===== src/rtl/clk_gate_mgr.sv =====
// ---------------------------------------------------------------------------
// clk_gate_mgr
//
// Purpose:
//     Per-channel clock gating manager. Each channel runs a small FSM
//     (OFF -> WAKE -> ON -> DRAIN) driven by request/busy levels. A channel
//     is woken by a request, reports wake completion with a one-cycle
//     acknowledge, and is automatically gated again after a programmable
//     number of idle cycles. The gate enable is latched on the falling edge
//     so the gated clocks only ever produce whole high phases.
//
// Parameters:
//     NUM_CH   - number of independently gated channels (1..16)
//     IDLE_W   - width of the idle counter and of i_idle_limit
//     WAKE_CYC - cycles spent in WAKE before acknowledge (1..15)
//
// Ports:
//     i_clk        - source clock, the only clock of the block
//     i_rst_n      - asynchronous active-low reset
//     i_force_on   - global bypass, opens every gate while high
//     i_idle_limit - idle cycles before auto-gating, 0 disables auto-gating
//     i_ch_req     - per-channel wake/activity request (level)
//     i_ch_busy    - per-channel busy indication (level), holds gate open
//     o_gclk       - per-channel gated clock
//     o_ch_on      - per-channel status, high in WAKE, ON and DRAIN
//     o_wake_ack   - per-channel one-cycle pulse on WAKE -> ON
//
// Optional feature (macro CLK_GATE_MGR_STATS_EN):
//     i_stats_clr  - synchronous clear of all gated-cycle counters
//     o_gated_cnt  - NUM_CH x 16-bit saturating counts of gated cycles
// ---------------------------------------------------------------------------
module clk_gate_mgr #(
    parameter int NUM_CH   = 4,
    parameter int IDLE_W   = 8,
    parameter int WAKE_CYC = 2
) (
    input  logic                 i_clk,
    input  logic                 i_rst_n,
    input  logic                 i_force_on,
    input  logic [IDLE_W-1:0]    i_idle_limit,
    input  logic [NUM_CH-1:0]    i_ch_req,
    input  logic [NUM_CH-1:0]    i_ch_busy,
`ifdef CLK_GATE_MGR_STATS_EN
    input  logic                 i_stats_clr,
    output logic [NUM_CH*16-1:0] o_gated_cnt,
`endif
    output logic [NUM_CH-1:0]    o_gclk,
    output logic [NUM_CH-1:0]    o_ch_on,
    output logic [NUM_CH-1:0]    o_wake_ack
);

    typedef enum logic [1:0] {
        ST_OFF,
        ST_WAKE,
        ST_ON,
        ST_DRAIN
    } state_t;

    localparam logic [3:0] WAKE_LAST = 4'(WAKE_CYC - 1);

    logic [NUM_CH-1:0] w_en_d;
    logic [NUM_CH-1:0] r_en_q;

    for (genvar g = 0; g < NUM_CH; g++) begin : g_ch
        state_t            r_state;
        state_t            w_state_nxt;
        logic [3:0]        r_wake_cnt;
        logic [3:0]        w_wake_cnt_nxt;
        logic [IDLE_W-1:0] r_idle_cnt;
        logic [IDLE_W-1:0] w_idle_cnt_nxt;
        logic              r_wake_ack;
        logic              w_wake_ack_nxt;
        logic              w_active;

        assign w_active = i_ch_req[g] | i_ch_busy[g];

        // Channel state, counters and the registered acknowledge pulse.
        always_ff @(posedge i_clk or negedge i_rst_n) begin
            if (!i_rst_n) begin
                r_state    <= ST_OFF;
                r_wake_cnt <= '0;
                r_idle_cnt <= '0;
                r_wake_ack <= 1'b0;
            end else begin
                r_state    <= w_state_nxt;
                r_wake_cnt <= w_wake_cnt_nxt;
                r_idle_cnt <= w_idle_cnt_nxt;
                r_wake_ack <= w_wake_ack_nxt;
            end
        end

        // Next-state logic. The acknowledge is computed here and registered
        // so it is high during the first cycle the channel spends in ON.
        // A request while waking does not restart the wake count, and the
        // limit test uses >= so lowering the limit mid-count still gates.
        always_comb begin
            w_state_nxt    = r_state;
            w_wake_cnt_nxt = r_wake_cnt;
            w_idle_cnt_nxt = r_idle_cnt;
            w_wake_ack_nxt = 1'b0;
            case (r_state)
                ST_OFF: begin
                    if (i_ch_req[g]) begin
                        w_state_nxt    = ST_WAKE;
                        w_wake_cnt_nxt = '0;
                    end
                end
                ST_WAKE: begin
                    if (r_wake_cnt == WAKE_LAST) begin
                        w_state_nxt    = ST_ON;
                        w_wake_ack_nxt = 1'b1;
                        w_idle_cnt_nxt = '0;
                    end else begin
                        w_wake_cnt_nxt = r_wake_cnt + 4'd1;
                    end
                end
                ST_ON: begin
                    if ((i_idle_limit != '0) && (r_idle_cnt >= i_idle_limit)) begin
                        w_state_nxt = ST_DRAIN;
                    end else if (w_active) begin
                        w_idle_cnt_nxt = '0;
                    end else if (r_idle_cnt != '1) begin
                        w_idle_cnt_nxt = r_idle_cnt + IDLE_W'(1);
                    end
                end
                ST_DRAIN: begin
                    if (w_active) begin
                        w_state_nxt    = ST_ON;
                        w_idle_cnt_nxt = '0;
                    end else begin
                        w_state_nxt = ST_OFF;
                    end
                end
                default: begin
                    w_state_nxt = ST_OFF;
                end
            endcase
        end

        assign o_ch_on[g]    = (r_state != ST_OFF);
        assign o_wake_ack[g] = r_wake_ack;
        assign w_en_d[g]     = (r_state != ST_OFF) | i_force_on;
        assign o_gclk[g]     = i_clk & r_en_q[g];

`ifdef CLK_GATE_MGR_STATS_EN
        logic [15:0] r_gated_cnt;

        // Counts rising edges seen while the gate is closed; clear has
        // priority over counting and the count sticks at all-ones.
        always_ff @(posedge i_clk or negedge i_rst_n) begin
            if (!i_rst_n) begin
                r_gated_cnt <= '0;
            end else if (i_stats_clr) begin
                r_gated_cnt <= '0;
            end else if (!r_en_q[g] && (r_gated_cnt != 16'hFFFF)) begin
                r_gated_cnt <= r_gated_cnt + 16'd1;
            end
        end

        assign o_gated_cnt[g*16 +: 16] = r_gated_cnt;
`endif
    end

    // Enables change only while the clock is low, so the AND gate can never
    // truncate or create a high phase. Reset clears them at once, which
    // deliberately cuts any high phase in progress.
    always_ff @(negedge i_clk or negedge i_rst_n) begin
        if (!i_rst_n) begin
            r_en_q <= '0;
        end else begin
            r_en_q <= w_en_d;
        end
    end

endmodule

===== config.mk =====
export PLATFORM = sky130hd
export DESIGN_NAME = clk_gate_mgr
export DESIGN_NICKNAME = d
export VERILOG_FILES = /design/src/rtl/clk_gate_mgr.sv
export SDC_FILE = /design/constraint.sdc
export NUM_CORES = 1
export LEC_CHECK = 0
export BUFFER_PORTS_ARGS = -buffer_cell sky130_fd_sc_hd__buf_4
export CELL_PAD_IN_SITES_DETAIL_PLACEMENT = 2
export CELL_PAD_IN_SITES_GLOBAL_PLACEMENT = 2
export CORE_AREA = 2 2 110 112
export CTS_BUF_LIST = sky130_fd_sc_hd__clkbuf_4
export CTS_CLUSTER_SIZE = 12
export DETAILED_ROUTE_END_ITERATION = 10
export DIE_AREA = 0 0 112 114
export GPL_TIMING_DRIVEN = 0
export HOLD_SLACK_MARGIN = 0.12
export PLACE_DENSITY = 0.77
export SETUP_SLACK_MARGIN = 0.1
export SKIP_LAST_GASP = 1
export SLEW_MARGIN = 10
export SYNTH_ARGS = -nofsm -noshare
export SYNTH_HDL_FRONTEND = slang
export SYNTH_SLANG_ARGS = --single-unit

===== constraint.sdc =====
create_clock -name i_clk -period 2.7 [get_ports i_clk]
set_clock_uncertainty 0.05 [all_clocks]
set_input_delay 0.81 -clock i_clk [delete_from_list [all_inputs] [get_ports i_clk]]
set_output_delay 0.81 -clock i_clk [all_outputs]
set_load 0.02 [all_outputs]

==> Word level (Yosys, flattened, before mapping) <==
Index checks and enable logic that the tools add are counted.
{ "word_totals": {"output_inout_bits": 12, "regBits": 64} }
{ "classes": {"n_eq_ne": 48, "order_cmp": 4, "muxes": 64, "bitwise": 12, "reduce_logical": 33, "addsub": 8} }
{ "ops": {"columns": ["cell", "n"], "rows": [
  ["$mux W8", 20],
  ["$pmux W8 S3", 4],
  ["$ne A2 B2 Y1 const B", 24],
  ["$add A8 B1 Y8 const B", 4],
  ["$ge A8 B8 Y1", 4],
  ["$mux W2", 16],
  ["$mux W4", 8],
  ["$ne A8 B8 Y1 const B", 4],
  ["$pmux W2 S4", 4],
  ["$pmux W4 S2", 4],
  ["$reduce_and A3 Y1", 8],
  ["$reduce_and A5 Y1", 4],
  ["$add A4 B1 Y4 const B", 4],
  ["$eq A2 B2 Y1 const B", 8],
  ["$eq A4 B1 Y1 const B", 4],
  ["$reduce_bool A2 Y1", 8],
  ["$ne A3 B3 Y1 const B", 4],
  ["$reduce_bool A3 Y1", 4],
  ["$eq A2 B1 Y1 const B", 4],
  ["$logic_not A2 Y1", 4],
  ["$mux W1", 8],
  ["$or A1 B1 Y1", 8],
  ["$reduce_bool A8 Y1", 1],
  ["$and A1 B1 Y1", 4],
  ["$logic_and A1 B1 Y1", 4]
]} }

==> Logic depth before layout (Yosys ltp) <==
Gate-level depths: netlist of run 1.
{ "logic_depth": {"ltp_word": 5, "mapped_depth": 8, "mapped_depth_nobuf": 8} }

==> flow_metrics.env, run 1 <==
export IMPL_synth_compound_area_share_pct=20.6
export IMPL_place_hpwl_um=9820
export IMPL_dieArea_um2=12800
export IMPL_synth_area_leaders="dfrtp_1 34%, ha_1 12%, nand2_1 5.7%"
export IMPL_synthMuxAreaShare_pct=0.675
export IMPL_synth_adder_area_share_pct=12.4
export IMPL_synth_simple_area_share_pct=25.3
export IMPL_grt_max_degree=65
export IMPL_ys_seq_elements=64
export IMPL_drive_above_1_share_pct=14.8
export IMPL_finalHoldViolCount=0
export IMPL_avgSynthCellArea_um2=8.77
export IMPL_drc=0
export IMPL_synthFlopType="dfrtp_1"
export IMPL_crit_arrival_ns=2.52
export IMPL_critPathKind="register to output port"
export IMPL_cts_clk_slew_worst_paths_ns=0.11
export IMPL_place_ws_ns=-0.468
export IMPL_cp_required_ns=1.84
export IMPL_fin_hold_ws_ns=0.304
export IMPL_pin_count=31
export IMPL_drv_slew=0
export IMPL_viasPerCell=5.79
export IMPL_holdCritPathClass="primary input to asynchronous set/reset pin"
export IMPL_synth_edf_count=0
export IMPL_worstMarginPinSlew_ns=0.897
export IMPL_relSlewSlack_pct=39.4
export IMPL_placed_cell_area_um2=4870
export IMPL_synthCells=507
export IMPL_ys_seq_area_share_pct=36.0
export IMPL_final_nets=618
export IMPL_end_kind="output port"
export IMPL_status="finished with violations"
export IMPL_routed_wl_um=13400
export IMPL_clock_latency_ns=0.56
export IMPL_setup_viol=8
export IMPL_grt_use_total_pct=22.4
export IMPL_holdBufCountCts=0
export IMPL_dr_total_vias=4091
export IMPL_p_total_w=0.00394
export IMPL_synth_top_family_by_area="simple AND/OR/NAND/NOR gates"
export IMPL_antennaDiodeCount=0
export IMPL_syn_nets=570
export IMPL_start_util_pct=38.0
export IMPL_io_buffers=30
export IMPL_synth_xor_area_share_pct=0.394
export IMPL_avgRoutedWirePerCell_um=18.9
export IMPL_stdcell_area_um2=5070
export IMPL_drt_iter0_markers=151
export IMPL_dp_cells=684
export IMPL_globalplace_congestion=0.823
export IMPL_rsz0062_at_grt="yes"
export IMPL_p_leak_nw=2.34
export IMPL_cp_max_fo=1
export IMPL_async_flop_share_pct=100
export IMPL_die_w_um=112
export IMPL_ant_nets=0
export IMPL_overflow=0
export IMPL_violations="negative setup slack"
export IMPL_synth_area_um2=4450
export IMPL_die_y_um=114
export IMPL_vdd_ir_drop_max_uv=516
export IMPL_maxCapViolCount=0
export IMPL_rows=40
export IMPL_dr_pass1_iters=6
export IMPL_yosysUniqueCellTypes=62
export IMPL_cts_tree="built"
export IMPL_core_um2=11700
export IMPL_grt_pass1_wl_um=22700
export IMPL_synth_largest_area_cell="dfrtp_1"
export IMPL_finalNonFillerCells=707
export IMPL_power_density_nw_per_um2=776
export IMPL_grt_antenna_before_repair=0
export IMPL_synth_top_cell_area_share_pct=33.8
export IMPL_fin_ws_ns=-0.677
export IMPL_critPathLaunchType="register"
export IMPL_syn2layout_area_growth_pct=14.1
export IMPL_grt_pass1_vias=4636
export IMPL_yosys_warnings=0
==> worst max-delay path, cell delays in order (launching register included) <==
cell and delay, ns:
dfrtn_1 0.41, and2_4 0.14, buf_6 0.11
==> cell usage after synthesis (2+ instances only) <==
master / count
nand2_1: 67
dfrtp_1: 60
ha_1: 44
inv_1: 34
nor2_1: 28
o21ai_0: 27
nand3_1: 26
o211ai_1: 14
and2_1: 13
nor3_1: 13
a21oi_1: 12
nand4_1: 9
or2_2: 9
a22o_1: 8
and3_1: 8
nand2b_1: 8
a21o_1: 7
a31oi_1: 7
clkbuf_1: 7
nor3b_1: 7
o31ai_1: 7
or3_1: 7
o41ai_1: 6
nor2b_1: 5
a41oi_1: 4
buf_4: 4
dfrtn_1: 4
nand3b_1: 4
o21a_1: 4
o21ai_1: 4
o22ai_1: 4
o311ai_0: 4
a2111o_1: 3
mux2i_1: 3
nor4_1: 3
o2111ai_1: 3
a221oi_1: 2
o21bai_1: 2
o32ai_1: 2
xor2_1: 2
==> power breakdown <==
group	total [W]	switching (W)	internal [W]
clock	0.00100	0.000562	0.000439
sequential	0.00139	0.000228	0.00116
combinational	0.00155	0.000917	0.000629
total	0.00394	0.00171	0.00223
==> placed cells by master, fill, tap and decap left out, drive strengths merged, types with 5 or more instances in the layout <==
cell,instances
nand2,67
nand4,9
nand3,26
a21o,7
and3,8
o21ai,31
inv,34
o211ai,15
buf,42
nor4,5
and2,13
ha,44
o41ai,6
o31ai,7
a21oi,12
clkinv,6
nor3,13
nor2,28
nor2b,5
or3,7
a31oi,8
nand2b,8
nor3b,7
dfrtp,60
or2,10
a22o,8
clkbuf,19
==> flip-flops by register name, indices dropped and copies added, names as in the netlist <==
signal,count
g_ch.r_state,8
r_en_q,4
g_ch.r_wake_ack,4
g_ch.r_wake_cnt,16
g_ch.r_idle_cnt,32
==> layer usage <==
layer  track usage (%)  part of all wire, %  up-vias
li1                  -                    -     1966
met1              25.5                   43     2051
met2              40.5                   52       51
met3              4.52                  2.5       23
met4              10.0                  2.6        0
met5                 0                    0        -
==> cell type report <==
type	instances	area, µm²
Sequential cell	64	1600
Tap cell	147	184
Multi-Input combinational cell	395	2670
Clock buffer	18	150
Fill cell	1344	6640
Clock inverter	6	26.3
Timing Repair Buffer	29	218
Inverter	34	128
Buffer	14	93.8
==> cell families after synthesis <==
kind of cell    after synthesis
xor+xnor                      2
flops                        64
buf+inv                      48
mux                           3
simple gates                217
fa+ha+maj                    44
compound gates              129
==> through the flow <==
stage / utilization [%] / setup TNS (ns)
finish: 43.3 / -2.68
global placement: 41.5 / -8.51
floorplan: - / -0.128
detailed placement: 41.5 / -9.93
global route: 43.3 / -2.89
CTS: 43.2 / -2.82
==> timing repair <==
action,in CTS,in global routing
setup endpoints to repair,16,14
resized for setup,14,5
buffers inserted,2,1
gates cloned,0,0
==> worst paths after layout <==
| check | start | end | slack (ns) | depth (start not counted) |
|---|---|---|---|---|
| max | r_en_q[2]$_DFF_NN0_ | o_gclk[2] | -0.68 | 2 |
| min | i_rst_n | g_ch[2].r_idle_cnt[4]$_DFFE_PN0P_ | 0.30 | 1 |
| max reg2reg | g_ch[2].r_state[0]$_DFFE_PN0P_ | r_en_q[2]$_DFF_NN0_ | 0.15 | 2 |
| min reg2reg | g_ch[2].r_idle_cnt[7]$_DFFE_PN0P_ | g_ch[2].r_idle_cnt[7]$_DFFE_PN0P_ | 0.49 | 1 |
| max in group asynchronous | i_rst_n | r_en_q[0]$_DFF_NN0_ | 0.44 | 1 |
| min in group i_clk | g_ch[2].r_idle_cnt[7]$_DFFE_PN0P_ | g_ch[2].r_idle_cnt[7]$_DFFE_PN0P_ | 0.49 | 1 |
No activity file was read; power rests on OpenSTA's default activity.
==> run 2: changes to the inputs <==
--- a/config.mk
+++ b/config.mk
@@ -16,8 +16,7 @@
 export GPL_TIMING_DRIVEN = 0
 export HOLD_SLACK_MARGIN = 0.12
 export PLACE_DENSITY = 0.77
-export SETUP_SLACK_MARGIN = 0.1
-export SKIP_LAST_GASP = 1
+export SETUP_SLACK_MARGIN = 0.3
 export SLEW_MARGIN = 10
 export SYNTH_ARGS = -nofsm -noshare
 export SYNTH_HDL_FRONTEND = slang
==> flow_metrics.env, run 2 (same netlist as run 1, synthesis figures left out) <==
export IMPL_start_util_pct=38.0
export IMPL_viasPerCell=5.86
export IMPL_holdCritPathClass="primary input to asynchronous set/reset pin"
export IMPL_grt_use_total_pct=24.0
export IMPL_ant_nets=0
export IMPL_fin_ws_ns=-0.709
export IMPL_drc=0
export IMPL_critPathMaxStageDelay_ns=0.41
export IMPL_r2r_slack_ns=0.19
export IMPL_seqCellArea_um2=1610
export IMPL_final_cell_mix="67 x nand2_1, 57 x dfrtp_1, 48 x buf_4"
export IMPL_p_leak_nw=2.51
export IMPL_cp_cell_sequence="and2_4 > buf_6"
export IMPL_globalplace_congestion=0.806
export IMPL_drv_slew=0
export IMPL_setup_viol=8
export IMPL_final_common_cell="nand2_1"
export IMPL_final_setup_tns_ns=-2.73
export IMPL_multi_input_area_um2=2810
export IMPL_largestRegisters="g_ch.r_idle_cnt (32), g_ch.r_wake_cnt (16), g_ch.r_state (8)"
export IMPL_rsz0062_at_grt="yes"
export IMPL_violations="negative setup slack"
export IMPL_vdd_ir_drop_max_uv=426
export IMPL_grt_pass1_wl_um=24000
export IMPL_grt_max_degree=65
export IMPL_routed_wl_um=14700
export IMPL_clock_latency_ns=0.57
export IMPL_relSlewSlack_pct=41.7
export IMPL_cp_required_ns=1.84
export IMPL_place_ws_ns=-0.205
export IMPL_finalHoldViolCount=0
export IMPL_dp_cells=684
export IMPL_top_register="g_ch.r_idle_cnt"
export IMPL_dr_pass1_iters=4
export IMPL_antennaDiodeCount=0
export IMPL_place_hpwl_um=10100
export IMPL_status="finished with violations"
export IMPL_critPathLaunchType="register"
export IMPL_largest_register_ffs=32
export IMPL_slowest_stage="dfrtn_1"
export IMPL_dr_total_vias=4240
export IMPL_worstMarginPinSlew_ns=0.875
export IMPL_drive_above_1_share_pct=20.8
export IMPL_p_total_w=0.00434
export IMPL_cts_clk_slew_worst_paths_ns=0.12
export IMPL_cp_max_fo=1
export IMPL_finalNonFillerCells=724
export IMPL_final_nets=636
export IMPL_overflow=0
export IMPL_core_um2=11700
export IMPL_holdBufCountCts=0
export IMPL_power_density_nw_per_um2=806
export IMPL_end_kind="output port"
export IMPL_maxCapViolCount=0
export IMPL_syn2layout_area_growth_pct=21.2
export IMPL_grt_pass1_vias=4805
export IMPL_critPathKind="register to output port"
export IMPL_io_buffers=30
export IMPL_dieArea_um2=12800
export IMPL_nFillCells=1277
export IMPL_crit_arrival_ns=2.55
export IMPL_pin_count=31
export IMPL_die_y_um=114
export IMPL_cts_tree="built"
export IMPL_grt_antenna_before_repair=0
export IMPL_avgRoutedWirePerCell_um=20.4
export IMPL_die_w_um=112
export IMPL_rows=40
export IMPL_drt_iter0_markers=148
[run 2: worst max-delay path, delay by kind of cell, from the launching register on]
| kind | cells | cell delay [ns] |
|---|---|---|
| DFF | 1 | 0.41 |
| and+or+nand+nor | 1 | 0.14 |
| buffers and inverters | 1 | 0.11 |
[run 2: worst paths after layout]
| kind | cells after the start | to | startpoint |
|---|---|---|---|
| worst max-delay path | 2 | o_gclk[0] | r_en_q[0]$_DFF_NN0_ |
| worst min-delay path | 1 | g_ch[3].r_idle_cnt[0]$_DFFE_PN0P_ | i_rst_n |
| worst max register to register | 2 | r_en_q[2]$_DFF_NN0_ | g_ch[2].r_state[0]$_DFFE_PN0P_ |
| worst min register to register | 1 | g_ch[2].r_idle_cnt[7]$_DFFE_PN0P_ | g_ch[2].r_idle_cnt[7]$_DFFE_PN0P_ |
| max in group asynchronous | 1 | r_en_q[1]$_DFF_NN0_ | i_rst_n |
| min in group i_clk | 3 | g_ch[1].r_state[0]$_DFFE_PN0P_ | i_ch_req[1] |
[run 2: timing repair]
| action | in CTS | in global routing |
|---|---|---|
| setup endpoints to repair | 15 | 34 |
| resized for setup | 25 | 13 |
| pin swaps | 4 | 2 |
| hold endpoints to repair | 0 | 0 |
| setup buffers | 15 | 6 |
[run 2: metrics by stage]
step                hold WS, ns  cell area (µm²)  utilization [%]
floorplan                 0.419             4550                -
global placement          0.472             4950             42.3
detailed placement        0.495             4950             42.3
CTS                       0.291             5280             45.1
global route              0.334             5390             46.0
finish                    0.299             5390             46.0
[run 2: layout make-up]
cell class              count  area share [%]
inverters                  34            2.37
clock inverters             5           0.464
plain buffers              14            2.30
flip-flops and latches     64            29.8
well taps                 147            3.41
clock buffers              18            2.78
multi-input cells         395            52.1
repair buffers             47            6.75
[run 2: metal layers]
| layer | vias to the layer above | routed length [µm] | global-route usage, % |
|---|---|---|---|
| met2 | 65 | 7530 | 41.6 |
| li1 | 1999 | - | - |
| met3 | 23 | 436 | 5.21 |
| met1 | 2153 | 6500 | 28.3 |
| met4 | 0 | 272 | 11.6 |
| met5 | - | 0 | 0 |
[run 2: where the power goes]
| group | total, W | switching, W | internal (W) |
|---|---|---|---|
| Combinational | 0.00192 | 0.00105 | 0.000873 |
| Sequential | 0.00140 | 0.000237 | 0.00117 |
| Clock | 0.00102 | 0.000579 | 0.000439 |
| Total | 0.00434 | 0.00187 | 0.00248 |
==> run 3: changes to the inputs <==
--- a/config.mk
+++ b/config.mk
@@ -8,15 +8,14 @@
 export BUFFER_PORTS_ARGS = -buffer_cell sky130_fd_sc_hd__buf_4
 export CELL_PAD_IN_SITES_DETAIL_PLACEMENT = 2
 export CELL_PAD_IN_SITES_GLOBAL_PLACEMENT = 2
-export CORE_AREA = 2 2 110 112
+export CORE_AREA = 2 2 106 108
 export CTS_BUF_LIST = sky130_fd_sc_hd__clkbuf_4
 export CTS_CLUSTER_SIZE = 12
 export DETAILED_ROUTE_END_ITERATION = 10
-export DIE_AREA = 0 0 112 114
+export DIE_AREA = 0 0 108 110
 export GPL_TIMING_DRIVEN = 0
 export HOLD_SLACK_MARGIN = 0.12
-export PLACE_DENSITY = 0.77
-export SETUP_SLACK_MARGIN = 0.3
+export PLACE_DENSITY = 0.83
 export SLEW_MARGIN = 10
 export SYNTH_ARGS = -nofsm -noshare
 export SYNTH_HDL_FRONTEND = slang
==> constraint.sdc (replaced) <==
create_clock -name i_clk -period 4.15 [get_ports i_clk]
set_clock_uncertainty 0.05 [all_clocks]
set_input_delay 1.245 -clock i_clk [delete_from_list [all_inputs] [get_ports i_clk]]
set_output_delay 1.245 -clock i_clk [all_outputs]
set_load 0.02 [all_outputs]
==> flow_metrics.env, run 3 (same netlist as run 1, synthesis figures left out) <==
export IMPL_status="finished with violations"
export IMPL_violations="negative setup slack"
export IMPL_nFillCells=1218
export IMPL_power_density_nw_per_um2=515
export IMPL_cts_clk_slew_worst_paths_ns=0.12
export IMPL_switching_power_w=0.00111
export IMPL_critPathKind="register to output port"
export IMPL_setup_viol=8
export IMPL_placed_cell_area_um2=4850
export IMPL_cp_cell_sequence="and2_4 > buf_6"
export IMPL_clock_latency_ns=0.55
export IMPL_end_kind="output port"
export IMPL_vdd_ir_drop_max_uv=257
export IMPL_fin_ws_ns=-0.391
export IMPL_rsz0062_at_grt="yes"
export IMPL_drc=0
export IMPL_drive_above_1_share_pct=13.3
export IMPL_seqPwrFrac_pct=35.1
export IMPL_rows=38
export IMPL_switching_share_pct=42.8
export IMPL_grt_antenna_before_repair=0
export IMPL_viasPerCell=6.04
export IMPL_worstMarginPinSlew_ns=1.20
export IMPL_pin_count=31
export IMPL_crit_arrival_ns=3.25
export IMPL_holdCritPathClass="register to register"
export IMPL_holdBufCountCts=0
export IMPL_p_int_w=0.00148
export IMPL_ant_nets=0
export IMPL_place_hpwl_um=10200
export IMPL_avgRoutedWirePerCell_um=20.0
export IMPL_slowest_stage="dfrtn_1"
export IMPL_largestRegisters="g_ch.r_idle_cnt (32), g_ch.r_wake_cnt (16), g_ch.r_state (8)"
export IMPL_globalplace_congestion=0.795
export IMPL_antennaDiodeCount=0
export IMPL_place_ws_ns=0.0890
export IMPL_grt_pass1_wl_um=23200
export IMPL_io_buffers=30
export IMPL_relSlewSlack_pct=19.7
export IMPL_critPathLaunchType="register"
export IMPL_critPathMaxStageDelay_ns=0.41
export IMPL_combPwrFrac_pct=37.0
export IMPL_drt_iter0_markers=100
export IMPL_fin_hold_ws_ns=0.514
export IMPL_dr_pass1_iters=4
export IMPL_dr_total_vias=4208
export IMPL_syn2layout_area_growth_pct=13.2
export IMPL_cts_tree="built"
export IMPL_finalHoldViolCount=0
export IMPL_final_cell_mix="67 x nand2_1, 60 x dfrtp_1, 44 x ha_1"
export IMPL_dieArea_um2=11900
export IMPL_die_y_um=110
export IMPL_core_um2=10700
export IMPL_final_nets=615
export IMPL_final_common_cell="nand2_1"
export IMPL_overflow=0
export IMPL_start_util_pct=41.6
export IMPL_maxCapViolCount=0
export IMPL_die_w_um=108
export IMPL_cp_max_fo=1
export IMPL_grt_use_total_pct=25.2
export IMPL_grt_max_degree=65
export IMPL_cp_required_ns=2.85
export IMPL_largest_register_ffs=32
export IMPL_p_leak_nw=2.31
export IMPL_drv_slew=0
export IMPL_final_setup_tns_ns=-1.52
export IMPL_clkPwrFrac_pct=27.8
export IMPL_top_register="g_ch.r_idle_cnt"
export IMPL_grt_pass1_vias=4719
export IMPL_utilization_pct=47.1
export IMPL_routed_wl_um=13900
export IMPL_stdcell_area_um2=5030
run 3: cell types whose count changed in the layout (fill, tap and decap cells not counted), moves of 4 or more:
| cell | change |
|---|---|
| clkbuf_1 | +4 |
| buf_4 | -18 |
| o41ai_1 | +6 |
| o41ai_2 | -6 |
| o311ai_0 | +4 |
| o311ai_1 | -4 |
| buf_6 | -4 |
run 3: metal layers:
layer	share of wire (%)	wire [µm]	global-route usage (%)	vias to the layer above
met2	50	6980	43.4	67
li1	-	-	-	1959
met1	45	6250	31.4	2153
met4	2.1	293	10.3	0
met3	3.0	417	4.41	29
met5	0	0	0	-
run 3: critical path, delay by kind of cell (launching register included):
kind | cells | cell delay, ns
buffers and inverters | 1 | 0.10
and+or+nand+nor | 1 | 0.13
DFF | 1 | 0.41
run 3: metrics by stage:
step / total power [W] / instances
final: 0.00259 / 697
after global routing: 0.00280 / 697
after global placement: 0.00195 / 677
after detailed placement: 0.00202 / 677
after CTS: 0.00263 / 697
after floorplan: 0.00162 / 507
run 3: repair_timing:
item,CTS,global route
resized for setup,8,0
buffers inserted,0,0
pin swaps,3,1
endpoints found under the setup margin,8,8
run 3: area by class of cell:
class	count	area, µm²	area share (%)
multi-input cells	395	2650	52.7
flip-flops and latches	64	1600	31.8
repair buffers	26	195	3.88
well taps	140	175	3.48
clock buffers	19	158	3.13
inverters	34	128	2.54
plain buffers	14	76.3	1.52
clock inverters	5	48.8	0.969
run 3: path summary, 6_finish.rpt:
| kind | start | endpoint | slack [ns] | depth (start not counted) |
|---|---|---|---|---|
| min reg2reg | g_ch[2].r_idle_cnt[7]$_DFFE_PN0P_ | g_ch[2].r_idle_cnt[7]$_DFFE_PN0P_ | 0.51 | 1 |
| max reg2reg | g_ch[2].r_state[0]$_DFFE_PN0P_ | r_en_q[2]$_DFF_NN0_ | 0.72 | 2 |
| min in group asynchronous | i_rst_n | g_ch[2].r_idle_cnt[4]$_DFFE_PN0P_ | 0.75 | 1 |
| min | g_ch[2].r_idle_cnt[7]$_DFFE_PN0P_ | g_ch[2].r_idle_cnt[7]$_DFFE_PN0P_ | 0.51 | 1 |
| max in group asynchronous | i_rst_n | r_en_q[0]$_DFF_NN0_ | 0.71 | 1 |
| max | r_en_q[2]$_DFF_NN0_ | o_gclk[2] | -0.39 | 2 |
run 3: power groups by stage:
stage | sequential (W) | clock, W | combinational [W]
final | 0.000912 | 0.000721 | 0.000961
after global routing | 0.000938 | 0.000773 | 0.00109
after CTS | 0.000912 | 0.000744 | 0.000976
after detailed placement | 0.000922 | 0.000135 | 0.000962
after global placement | 0.000910 | 0.000135 | 0.000906
after floorplan | 0.000871 | 0.0000798 | 0.000671
